==> src/rtl/pipe_pc_ctrl_if.sv <==
// Bundle of fetch, branch, issue and retire signals for pipe_pc_ctrl.
// Optional PC_PERF_CNT_EN adds the stall/flush cycle counter outputs.
interface pipe_pc_ctrl_if #(
   parameter int PC_W   = 16,
   parameter int NREG   = 16,
   parameter int NSTAGE = 4
);
   localparam int RA_W = $clog2(NREG);

   logic              ADV;
   logic              BR_VALID;
   logic [PC_W-1:0]   BR_PC;
   logic [PC_W-1:0]   BR_TARGET;
   logic              ISSUE_VALID;
   logic [RA_W-1:0]   ISSUE_RS;
   logic [RA_W-1:0]   ISSUE_RT;
   logic              ISSUE_USE_RS;
   logic              ISSUE_USE_RT;
   logic              ISSUE_WR;
   logic [RA_W-1:0]   ISSUE_RD;
   logic              RETIRE_VALID;
   logic [RA_W-1:0]   RETIRE_RD;
   logic [PC_W-1:0]   PC_OUT;
   logic [NSTAGE-1:0] STAGE_EN;
   logic [NSTAGE-1:0] STAGE_FLUSH;
   logic              STALL;
   logic              FLUSH;
   logic [1:0]        STATE;
`ifdef PC_PERF_CNT_EN
   logic [15:0]       STALL_CNT;
   logic [15:0]       FLUSH_CNT;
`endif

   modport master (
      output ADV, BR_VALID, BR_PC, BR_TARGET,
      output ISSUE_VALID, ISSUE_RS, ISSUE_RT,
      output ISSUE_USE_RS, ISSUE_USE_RT,
      output ISSUE_WR, ISSUE_RD,
      output RETIRE_VALID, RETIRE_RD,
      input  PC_OUT, STAGE_EN, STAGE_FLUSH,
      input  STALL, FLUSH, STATE
`ifdef PC_PERF_CNT_EN
      , input STALL_CNT, FLUSH_CNT
`endif
   );

   modport slave (
      input  ADV, BR_VALID, BR_PC, BR_TARGET,
      input  ISSUE_VALID, ISSUE_RS, ISSUE_RT,
      input  ISSUE_USE_RS, ISSUE_USE_RT,
      input  ISSUE_WR, ISSUE_RD,
      input  RETIRE_VALID, RETIRE_RD,
      output PC_OUT, STAGE_EN, STAGE_FLUSH,
      output STALL, FLUSH, STATE
`ifdef PC_PERF_CNT_EN
      , output STALL_CNT, FLUSH_CNT
`endif
   );
endinterface

==> src/rtl/pipe_pc_ctrl.sv <==
// Fetch PC, register hazard scoreboard and per-stage enable/flush control.
// Optional PC_PERF_CNT_EN adds saturating stall/flush cycle counters.
module pipe_pc_ctrl #(
   parameter int PC_W      = 16,
   parameter int NREG      = 16,
   parameter int NSTAGE    = 4,
   parameter int ISSUE_STG = 1,
   parameter int BR_STG    = 2,
   parameter int SB_W      = 2,
   parameter logic [PC_W-1:0] RESET_PC = '0
) (
   input logic CLK,
   input logic RST_N,
   pipe_pc_ctrl_if.slave bus
);
   localparam int RA_W = $clog2(NREG);
   localparam logic [PC_W-1:0] PC_ONE = PC_W'(1);
   localparam logic [SB_W-1:0] SB_ONE = SB_W'(1);
   localparam logic [SB_W-1:0] SB_MAX = '1;

   typedef enum logic [1:0] {
      RUN     = 2'd0,
      STALLED = 2'd1,
      REDIR   = 2'd2
   } state_e;

   state_e            state_q, state_d;
   logic [PC_W-1:0]   pc_q, pc_d;
   logic [SB_W-1:0]   cnt_q [NREG];
   logic [SB_W-1:0]   cnt_d [NREG];
   logic              flush, stall, issue_v;
   logic              busy_rs, busy_rt, full_rd;
   logic              inc, dec;
   logic [NSTAGE-1:0] stage_en, stage_fl;

   always_comb begin
      flush   = RST_N && bus.BR_VALID &&
                (bus.BR_TARGET != bus.BR_PC + PC_ONE);
      // the redirect cycle drops whatever sits in the issue slot
      issue_v = bus.ISSUE_VALID && (state_q != REDIR);
      busy_rs = bus.ISSUE_USE_RS && (cnt_q[bus.ISSUE_RS] != '0);
      busy_rt = bus.ISSUE_USE_RT && (cnt_q[bus.ISSUE_RT] != '0);
      full_rd = bus.ISSUE_WR && (cnt_q[bus.ISSUE_RD] == SB_MAX);
      stall   = RST_N && !flush && issue_v &&
                (busy_rs || busy_rt || full_rd);
      inc     = issue_v && bus.ISSUE_WR && !stall && !flush &&
                (bus.ISSUE_RD != '0);
      dec     = bus.RETIRE_VALID && (bus.RETIRE_RD != '0) &&
                (cnt_q[bus.RETIRE_RD] != '0);
   end

   always_comb begin
      stage_en = '1;
      stage_fl = '0;
      for (int i = 0; i < NSTAGE; i++) begin
         if (!RST_N) begin
            stage_en[i] = 1'b0;
            stage_fl[i] = 1'b1;
         end else if (flush) begin
            stage_fl[i] = (i < BR_STG);
         end else if (stall) begin
            stage_en[i] = (i > ISSUE_STG);
            stage_fl[i] = (i == ISSUE_STG + 1);
         end
      end
   end

   always_comb begin
      for (int i = 0; i < NREG; i++) begin
         cnt_d[i] = cnt_q[i];
         if (flush) begin
            cnt_d[i] = '0;
         end else begin
            if (inc && bus.ISSUE_RD == RA_W'(i) &&
                !(dec && bus.RETIRE_RD == RA_W'(i)))
               cnt_d[i] = cnt_q[i] + SB_ONE;
            else if (dec && bus.RETIRE_RD == RA_W'(i) &&
                     !(inc && bus.ISSUE_RD == RA_W'(i)))
               cnt_d[i] = cnt_q[i] - SB_ONE;
         end
      end
   end

   always_comb begin
      pc_d    = pc_q;
      state_d = RUN;
      if (flush) begin
         pc_d    = bus.BR_TARGET;
         state_d = REDIR;
      end else if (stall) begin
         state_d = STALLED;
      end else if (bus.ADV) begin
         pc_d = pc_q + PC_ONE;
      end
   end

   always_ff @(posedge CLK or negedge RST_N) begin
      if (!RST_N) begin
         pc_q    <= RESET_PC;
         state_q <= RUN;
         for (int i = 0; i < NREG; i++)
            cnt_q[i] <= '0;
      end else begin
         pc_q    <= pc_d;
         state_q <= state_d;
         for (int i = 0; i < NREG; i++)
            cnt_q[i] <= cnt_d[i];
      end
   end

`ifdef PC_PERF_CNT_EN
   logic [15:0] stall_cnt_q, stall_cnt_d;
   logic [15:0] flush_cnt_q, flush_cnt_d;

   always_comb begin
      stall_cnt_d = stall_cnt_q;
      flush_cnt_d = flush_cnt_q;
      if (stall && stall_cnt_q != 16'hFFFF)
         stall_cnt_d = stall_cnt_q + 16'd1;
      if (flush && flush_cnt_q != 16'hFFFF)
         flush_cnt_d = flush_cnt_q + 16'd1;
   end

   always_ff @(posedge CLK or negedge RST_N) begin
      if (!RST_N) begin
         stall_cnt_q <= '0;
         flush_cnt_q <= '0;
      end else begin
         stall_cnt_q <= stall_cnt_d;
         flush_cnt_q <= flush_cnt_d;
      end
   end

   assign bus.STALL_CNT = stall_cnt_q;
   assign bus.FLUSH_CNT = flush_cnt_q;
`endif

   assign bus.PC_OUT      = pc_q;
   assign bus.STATE       = state_q;
   assign bus.STALL       = stall;
   assign bus.FLUSH       = flush;
   assign bus.STAGE_EN    = stage_en;
   assign bus.STAGE_FLUSH = stage_fl;
endmodule

==> src/flat_wrapper.sv <==
// flat-port wrapper written by rule: the top's interface ports become plain ports
module pipe_pc_ctrl_flat 
#(
   parameter int PC_W      = 16,
   parameter int NREG      = 16,
   parameter int NSTAGE    = 4,
   parameter int ISSUE_STG = 1,
   parameter int BR_STG    = 2,
   parameter int SB_W      = 2,
   parameter logic [PC_W-1:0] RESET_PC = '0
)
  (CLK, RST_N, bus_ADV, bus_BR_VALID, bus_BR_PC, bus_BR_TARGET, bus_ISSUE_VALID, bus_ISSUE_RS, bus_ISSUE_RT, bus_ISSUE_USE_RS, bus_ISSUE_USE_RT, bus_ISSUE_WR, bus_ISSUE_RD, bus_RETIRE_VALID, bus_RETIRE_RD, bus_PC_OUT, bus_STAGE_EN, bus_STAGE_FLUSH, bus_STALL, bus_FLUSH, bus_STATE);
  pipe_pc_ctrl_if #(.PC_W(PC_W), .NREG(NREG), .NSTAGE(NSTAGE)) bus_i ();
  input logic CLK;
  input logic RST_N;
  input wire logic [$bits(bus_i.ADV)-1:0] bus_ADV;
  input wire logic [$bits(bus_i.BR_VALID)-1:0] bus_BR_VALID;
  input wire logic [$bits(bus_i.BR_PC)-1:0] bus_BR_PC;
  input wire logic [$bits(bus_i.BR_TARGET)-1:0] bus_BR_TARGET;
  input wire logic [$bits(bus_i.ISSUE_VALID)-1:0] bus_ISSUE_VALID;
  input wire logic [$bits(bus_i.ISSUE_RS)-1:0] bus_ISSUE_RS;
  input wire logic [$bits(bus_i.ISSUE_RT)-1:0] bus_ISSUE_RT;
  input wire logic [$bits(bus_i.ISSUE_USE_RS)-1:0] bus_ISSUE_USE_RS;
  input wire logic [$bits(bus_i.ISSUE_USE_RT)-1:0] bus_ISSUE_USE_RT;
  input wire logic [$bits(bus_i.ISSUE_WR)-1:0] bus_ISSUE_WR;
  input wire logic [$bits(bus_i.ISSUE_RD)-1:0] bus_ISSUE_RD;
  input wire logic [$bits(bus_i.RETIRE_VALID)-1:0] bus_RETIRE_VALID;
  input wire logic [$bits(bus_i.RETIRE_RD)-1:0] bus_RETIRE_RD;
  output wire logic [$bits(bus_i.PC_OUT)-1:0] bus_PC_OUT;
  output wire logic [$bits(bus_i.STAGE_EN)-1:0] bus_STAGE_EN;
  output wire logic [$bits(bus_i.STAGE_FLUSH)-1:0] bus_STAGE_FLUSH;
  output wire logic [$bits(bus_i.STALL)-1:0] bus_STALL;
  output wire logic [$bits(bus_i.FLUSH)-1:0] bus_FLUSH;
  output wire logic [$bits(bus_i.STATE)-1:0] bus_STATE;
  assign bus_i.ADV = bus_ADV;
  assign bus_i.BR_VALID = bus_BR_VALID;
  assign bus_i.BR_PC = bus_BR_PC;
  assign bus_i.BR_TARGET = bus_BR_TARGET;
  assign bus_i.ISSUE_VALID = bus_ISSUE_VALID;
  assign bus_i.ISSUE_RS = bus_ISSUE_RS;
  assign bus_i.ISSUE_RT = bus_ISSUE_RT;
  assign bus_i.ISSUE_USE_RS = bus_ISSUE_USE_RS;
  assign bus_i.ISSUE_USE_RT = bus_ISSUE_USE_RT;
  assign bus_i.ISSUE_WR = bus_ISSUE_WR;
  assign bus_i.ISSUE_RD = bus_ISSUE_RD;
  assign bus_i.RETIRE_VALID = bus_RETIRE_VALID;
  assign bus_i.RETIRE_RD = bus_RETIRE_RD;
  assign bus_PC_OUT = bus_i.PC_OUT;
  assign bus_STAGE_EN = bus_i.STAGE_EN;
  assign bus_STAGE_FLUSH = bus_i.STAGE_FLUSH;
  assign bus_STALL = bus_i.STALL;
  assign bus_FLUSH = bus_i.FLUSH;
  assign bus_STATE = bus_i.STATE;
  pipe_pc_ctrl #(.PC_W(PC_W), .NREG(NREG), .NSTAGE(NSTAGE), .ISSUE_STG(ISSUE_STG), .BR_STG(BR_STG), .SB_W(SB_W), .RESET_PC(RESET_PC)) u_core (.CLK(CLK), .RST_N(RST_N), .bus(bus_i));
endmodule
==> config.mk <==
export PLATFORM = sky130hd
export DESIGN_NAME = pipe_pc_ctrl_flat
export DESIGN_NICKNAME = d
export VERILOG_FILES = /design/src/rtl/pipe_pc_ctrl_if.sv /design/src/rtl/pipe_pc_ctrl.sv /design/src/flat_wrapper.sv
export SDC_FILE = /design/constraint.sdc
export NUM_CORES = 1
export LEC_CHECK = 0
export CAP_MARGIN = 10
export CELL_PAD_IN_SITES_DETAIL_PLACEMENT = 0
export CELL_PAD_IN_SITES_GLOBAL_PLACEMENT = 1
export CORE_ASPECT_RATIO = 0.7
export CORE_MARGIN = 2
export CORE_UTILIZATION = 39
export DETAILED_ROUTE_END_ITERATION = 12
export GPL_ROUTABILITY_DRIVEN = 0
export PLACE_DENSITY = 0.78
export SKIP_CTS_REPAIR_TIMING = 1
export SLEW_MARGIN = 25
export SYNTH_ARGS = -nofsm -noshare
export SYNTH_HDL_FRONTEND = slang
export SYNTH_SLANG_ARGS = --single-unit
==> constraint.sdc <==
create_clock -name CLK -period 3.5 [get_ports CLK]
set_clock_uncertainty 0.2 [all_clocks]
set_input_delay 0.35 -clock CLK [delete_from_list [all_inputs] [get_ports CLK]]
set_output_delay 0.35 -clock CLK [all_outputs]
set_load 0.05 [all_outputs]
==> run summary, run 1 <==
The power density over the cells works out to 312 mW/mm^2. The largest driver fanout on the critical path works out to 7. For the worst-skew pair, the clock arrives at the later sink with an insertion delay of 0.29 ns.

Dividing the detail-routed via count by the number of cells gives 5.69. Of the synthesized area, sequential elements account for 29.5%. The die covers 0.0117 sq mm.

After the flow finishes, the layout carries non-filler instances totaling 774. The clock-pin slew on the worst setup and hold paths works out to 0.07 ns. The DRC violation count after routing was 0. For the residual antenna-violating net count after detailed routing, the log shows 0. Final number of hold-violating endpoints: 0. The instance count after placement with tap cells included was 760.

Among all flip-flop cells after synthesis, the most frequent one is dfrtp_1. The run gives 0.0105 sq mm as the placeable core area. The flow ran to the end, and the final reports show no timing, DRC or antenna violations. Clock tree synthesis selected as its root buffer the cell clkbuf_16. The total wirelength of the detailed-routed design was 14200 microns; the gate count of the mapped netlist was 508. For the pin with the worst max-slew slack, the measured transition is 0.547 ns. The logs give 0 for the final-report max-slew violation count and 582 for the post-synth net total. Most used standard cell by instance count after synthesis: nor2_1.

Category of the critical setup timing path: in -> reg. TritonCTS built the clock tree. The number of antenna violations at the first check in global routing was 0; the achievable frequency was 299 MHz. The die is 129 microns wide. Final standard cell utilization of the core: 58.6%. The synthesis-to-layout area growth was 44.6%. The count of pins on the block boundary is 85, and the number of global-route vias before repair is 4090. The run gives 0 as the number of diodes. The number of rows in the core area was 31; the share of post-route cells with drive strength above 1 was 21.0%.

The netlist uses 51 different library cells. STA puts the critical path data arrival time at 3.31 ns. The largest net degree at the start of global routing was 37; the number of synthesis warnings was 0.

VDD sags by at most 0.000187 V. Yosys mapped a number of flops with a built-in enable equal to 0. The synthesized flop and latch total is 50. The fraction of registers with async set or reset after synthesis is 100%. The synthesized netlist occupies a cell area of 0.00424 sq mm. The worst slew margin relative to its limit was 63.1%; the data required time of the critical path was 3.47 ns. The number of filler instances in the final layout came out at 934.

Type of the most critical hold path: in -> reg. The effective utilization at floorplan came out at 40.5%. In this design, the stage delay of the slowest critical-path cell is 0.42 ns. The highest-delay cell along the critical path is o311ai_4. Number of buffers inserted by port buffering: 84. The pre-antenna-repair detailed-routing pass consisted of 5 iterations. The count of clock tree sinks came out at 50. Global routing used 23.8% of the available tracks across all layers. Summed over its instances, the top area cell type makes up 29.5% of the synthesized netlist area. After the first detailed-routing iteration, the DRC count stood at 463. The longest clock path from root to sink contains 2 buffers. Across the run, the number of max-cap violations was 0. The critical path goes through buf_4 -> buf_6 -> nand3_1 -> buf_6 -> nor3_4 -> or3b_4 -> o21ai_2 -> nand4_1 -> o311ai_4 -> inv_2 -> nor3_4 -> clkbuf_16 -> and3_4 -> ha_4 -> xor2_1 -> nor2_1 -> xnor2_1 -> nor2_1.

Clock tree synthesis inserted a total of 5 buffers. The final-report setup violation count was 0. Detailed placement finished with a half-perimeter wire length of 10800 microns.

The clock tree synthesis step divided the H-tree into 2 levels. STA classifies the critical path endpoint as a flip-flop. By count the netlist is led by 86 x nor2_1, 50 x dfrtp_1, 40 x nand2_1.

Global routing finished with a remaining overflow of 0. The net count reported at finish was 716; the mean area per synthesized cell was 8.35 sq um. The worst path uses 95.6% of the clock period. The run gives 2.86 nW as the leakage power. The smallest clock period supported by the final layout is computed as 3.35 ns. The first global-routing pass estimated 21900 microns of wire. The post-detailed-route wirelength per cell came out at 18.3 microns. The worst setup path is launched from a primary input.

The die outline height was 91.2 microns. Yosys attributes the largest share of cell area to dfrtp_1 30%, xor2_1 7.8%, nor2_1 7.6%. The cell accounting for the most synthesized area is dfrtp_1. Across all layers, the routed design uses 4405 vias.
where the power goes:
| group | internal (mW) | switching [mW] | leakage (nW) | total [mW] |
|---|---|---|---|---|
| sequential | 0.628 | 0.0699 | 0.647 | 0.698 |
| clock | 0.263 | 0.223 | 0.0701 | 0.486 |
| combinational | 0.313 | 0.416 | 2.15 | 0.729 |
| total | 1.20 | 0.709 | 2.86 | 1.91 |
worst max-delay path: cells and delay by family:
family / cells / cell delay [ns]
AND/OR/NAND/NOR: 8 / 1.35
buffers and inverters: 5 / 0.67
adder cells (fa/ha/maj): 1 / 0.12
AO/OA/AOI/OAI: 2 / 0.50
XOR/XNOR: 2 / 0.32
logic make-up after synthesis:
kind of cell	Yosys count	share of synthesized area, %
AO/OA/AOI/OAI	85	13.3
XOR/XNOR	66	13.6
adder cells (fa/ha/maj)	17	5.02
buffers and inverters	37	3.75
flip-flops	50	29.5
multiplexers	16	6.73
AND/OR/NAND/NOR	237	28.1
sequential cells by signal, indices dropped and copies added (netlist names):
| signal | count |
|---|---|
| u_core.bus.STATE | 2 |
| u_core.cnt_q | 32 |
| u_core.bus.PC_OUT | 16 |
cell type report:
class | count | area [sq um] | share of cell area, %
Tap cell | 132 | 165 | 2.69
Sequential cell | 50 | 1250 | 20.4
Clock inverter | 2 | 13.8 | 0.224
Inverter | 8 | 30.0 | 0.490
Clock buffer | 5 | 125 | 2.04
Timing Repair Buffer | 156 | 1540 | 25.1
Multi-Input combinational cell | 421 | 3010 | 49.0
per-layer routing:
metal  global-route usage [%]  share of wire (%)  vias to the layer above
met5                        0                  0                        -
met3                     5.30                8.9                        6
met2                     31.9                 41                      183
met1                     38.8                 50                     2123
met4                     3.53               0.50                        0
li1                         -                  -                     2093
metrics by stage:
step / cell area [sq um] / setup TNS [ns] / total power [mW] / worst slack (ns) / hold WS [ns]
2_1_floorplan: 4250 / 0 / 1.08 / 0.0820 / -0.146
3_3_place_gp: 5670 / -12.31 / 1.39 / -0.446 / 0.0637
3_5_place_dp: 5670 / -14.58 / 1.40 / -0.508 / 0.0606
4_1_cts: 5810 / -5.56 / 1.89 / -0.472 / -0.247
5_1_grt: 6130 / -0.220 / 2.01 / -0.0475 / 0.235
6_report: 6130 / 0 / 1.91 / 0.154 / 0.225
cells in the final DEF, fill, tap and decap left out, types with 7 or more instances in the layout:
cell type        netlist  routed
xnor2_1               28      24
buf_12                 0       7
nand2_1               40      38
a211oi_1               7       7
nand3_1               19      17
nor3_1                18      17
inv_1                  7       7
dfrtp_1               50      50
and3_1                19      17
nor2_1                86      82
clkbuf_16              0       8
a21oi_1               11      11
o21ai_0               19      18
mux4_2                10      10
nor2b_1                7       7
buf_4                  5      67
or3_1                 12      12
clkdlybuf4s50_1        0      52
ha_1                  17      14
dlymetal6s2s_1         0      20
xor2_1                38      38
and2_1                 8       7
a31oi_1               21      19
final timing paths:
check / endpoint / slack (ns) / from / depth (start not counted)
worst max register to register: u_core.cnt_q[21] / 0.26 / u_core.cnt_q[14] / 12
worst min register to register: u_core.cnt_q[3] / 0.39 / u_core.cnt_q[3] / 2
worst max-delay path: u_core.cnt_q[21] / 0.15 / bus_BR_PC[0] / 18
worst min-delay path: u_core.bus.PC_OUT[9] / 0.23 / bus_BR_TARGET[9] / 3
min in group asynchronous: u_core.cnt_q[6] / 0.29 / RST_N / 2
max in group asynchronous: u_core.cnt_q[9] / 1.88 / RST_N / 4
(Power assumes the default switching activity.)
==> run 2: changes to the inputs <==
CAP_MARGIN = 20   (was 10)
CTS_CLUSTER_DIAMETER = 120   (was unset)
==> results of run 2 <==
Final layout, timing and power as in run 1 (identical DEF).
==> RTL change: new RTL, flow settings as in run 2 <==
`NSTAGE` is set to 4 in 3 places; all go to 6.
--- a/src/rtl/pipe_pc_ctrl_if.sv
+++ b/src/rtl/pipe_pc_ctrl_if.sv
@@ -5,3 +5,3 @@
    parameter int NREG   = 16,
-   parameter int NSTAGE = 4
+   parameter int NSTAGE = 6
 );
--- a/src/rtl/pipe_pc_ctrl.sv
+++ b/src/rtl/pipe_pc_ctrl.sv
@@ -5,3 +5,3 @@
    parameter int NREG      = 16,
-   parameter int NSTAGE    = 4,
+   parameter int NSTAGE    = 6,
    parameter int ISSUE_STG = 1,
--- a/src/flat_wrapper.sv
+++ b/src/flat_wrapper.sv
@@ -5,3 +5,3 @@
    parameter int NREG      = 16,
-   parameter int NSTAGE    = 4,
+   parameter int NSTAGE    = 6,
    parameter int ISSUE_STG = 1,
Interface: changed (resized bus_STAGE_EN and bus_STAGE_FLUSH); port bits go from 85 to 89. The function was not compared with the original's and may differ.
==> RTL change against run 2 <==
Power decreased by 0.11%; design area shrank 1.7%; cell count grew 1.2%; area after synthesis rose by 0.65%; clock power grew 2%; setup slack worse by 11 ps; routed wire length decreased by 1.1%; sequential cell count unchanged; critical endpoint is now u_core.cnt_q[29]; highest routed layer unchanged.
==> RTL change: results (changes against run 2) <==
Global route:
- The global-route wire length before repair was 22,000 µm (+0.35%).
- The number of global-route vias before repair was 4,203 (+2.8%).
- The overall routing resource usage was 23.8% (-0.043 points).
- The initial antenna violation count came to 0 (unchanged).
- The largest net degree at the start of global routing is 37 (unchanged).

Place:
- The estimated wirelength of the detail-placed design is 10,900 µm (+0.28%).
- The worst setup slack after placement is -373 ps (+135 ps).
- The count of input and output buffers is 88 (+4.8%).
- The placed cell count is 771 (+1.4%).

Clock tree:
- The H-tree level count came to 2 (unchanged).
- The CTS clock-pin slew for the worst setup and hold paths is 70 ps (about the same).
- The clock tree root buffer cell is sky130_fd_sc_hd__clkbuf_16.
- The maximum count of clock buffers along a single path came to 2 (unchanged).
- The number of CTS-inserted buffers was 5 (unchanged).
- At the later pin of the worst-skew pair, clock insertion delay measures 300 ps.

Worst setup path:
- The slowest cell on the critical path is sky130_fd_sc_hd__dfrtp_1.
- The peak fanout along the critical path came to 7 (unchanged).
- The delay of the slowest critical-path stage was 490 ps (+70 ps).
- The family with the most delay on the worst path is multiplexers.
- The worst path arrival time was 3330 ps (+20 ps).

Layout:
- The register with the most flip-flops in the final layout is u_core.cnt_q.
- The count of non-filler cells in the finished layout is 783 (+1.2%).
- The net total in the final layout is 709 (-0.98%).
- The flip-flop count of the largest register after layout is 32 (unchanged).
- The count of fill cells added during filler insertion is 943 (+0.96%).
- The ratio of cells with drive above 1 in the final layout is 18.6% (-2.4 points).
- The number of antenna diodes came to 0 (unchanged).

Pwr:
- The worst vdd rail ir drop is 0.200 mV (+6.7%).
- The standby leakage power is 2.66 nW (-7.0%).

Logic synthesis:
- The synthesized net count is 581 (-0.17%).
- Sorting the synthesized cells by area gives the leading types as sky130_fd_sc_hd__dfrtp_1, sky130_fd_sc_hd__nor2_1, sky130_fd_sc_hd__xor2_1, sky130_fd_sc_hd__mux4_2, sky130_fd_sc_hd__xnor2_1.
- The area fraction in compound gates after synthesis is 13.4% (+0.061 points).
- The warning count from the yosys run is 0 (unchanged).
- The xor and xnor fraction of the mapped netlist area is 12.5% (-1.1 points).
- The post-synthesis share of cell area spent on full adders, half adders and majority gates is 4.98% (-0.032 points).
- The post-synthesis sequential area ratio is 29.3% (-0.19 points).
- The multiplexer fraction of the synthesized cell area is 6.74% (+0.015 points).
- The count of different cell masters after synthesis was 55 (+7.8%).
- In the synthesized netlist, the cells that appear most often are sky130_fd_sc_hd__nor2_1, sky130_fd_sc_hd__dfrtp_1, sky130_fd_sc_hd__nand2_1, sky130_fd_sc_hd__xor2_1, sky130_fd_sc_hd__xnor2_1.
- The post-synthesis area per instance is 8.42 µm² (+0.85%).
- The proportion of synthesized flip-flops having asynchronous set or reset is 100% (unchanged).

Outcome:
- The flow ran to the end, and the final reports show no timing, DRC or antenna violations.

Routing:
- The count of routing violations after the opening detailed-route iteration came to 481 (+3.9%).
- The average detailed-routed wire length per instance is 17.9 µm (-2.2%).
- The via density per instance came to 5.65 (-0.66%).
- The number of iterations in the first detailed-routing pass is 5 (unchanged).

Timing:
- The max-slew headroom at the worst pin is 58.6% (-4.6 points).

Hold path:
- The worst hold path belongs to the class in -> async.
RTL change: kinds of logic after synthesis:
family | count (synthesis)
compound gates | 87
xor+xnor | 61
fa+ha+maj | 17
buf+inv | 39
flops | 50
mux | 15
simple gates | 238
RTL change: report_power, final:
group	leakage, nW	internal (mW)	switching (mW)
sequential	0.640	0.628	0.0737
combinational	1.95	0.310	0.402
clock	0.0701	0.263	0.235
RTL change: path summary, 6_finish.rpt:
path,start,endpoint,slack (ps),cells past startpoint
setup / recovery,u_core.cnt_q[20],u_core.cnt_q[29],140,11
hold / removal,RST_N,u_core.cnt_q[29],240,2
setup reg to reg,u_core.cnt_q[20],u_core.cnt_q[29],140,11
hold reg to reg,u_core.bus.PC_OUT[15],u_core.bus.PC_OUT[15],390,2
max in group asynchronous,RST_N,u_core.cnt_q[2],2190,3
min in group CLK,u_core.bus.PC_OUT[15],u_core.bus.PC_OUT[15],390,2
RTL change: routing by layer:
metal / up-vias / global-route usage (%) / share of wire [%]
met3: 13 / 4.95 / 8.9
met2: 190 / 32.6 / 40
met1: 2140 / 37.8 / 50
li1: 2084 / - / -
met4: 0 / 4.62 / 0.95
met5: - / 0 / 0
RTL change: cell type report:
class / instances / area, µm² / share of cell area [%]
Multi-Input combinational cell: 418 / 2920 / 48.4
Inverter: 7 / 26.3 / 0.436
Timing Repair Buffer: 153 / 1500 / 24.9
Tap cell: 148 / 185 / 3.07
Sequential cell: 50 / 1260 / 20.9
Clock buffer: 5 / 125 / 2.08
Clock inverter: 2 / 13.8 / 0.228
RTL change: per-stage QoR:
stage,cell area (µm²),power (mW)
final,6030,1.91
after global routing,6030,2.00
after CTS,5860,1.90
after detailed placement,5720,1.40
after global placement,5720,1.39
after floorplan,4280,1.08
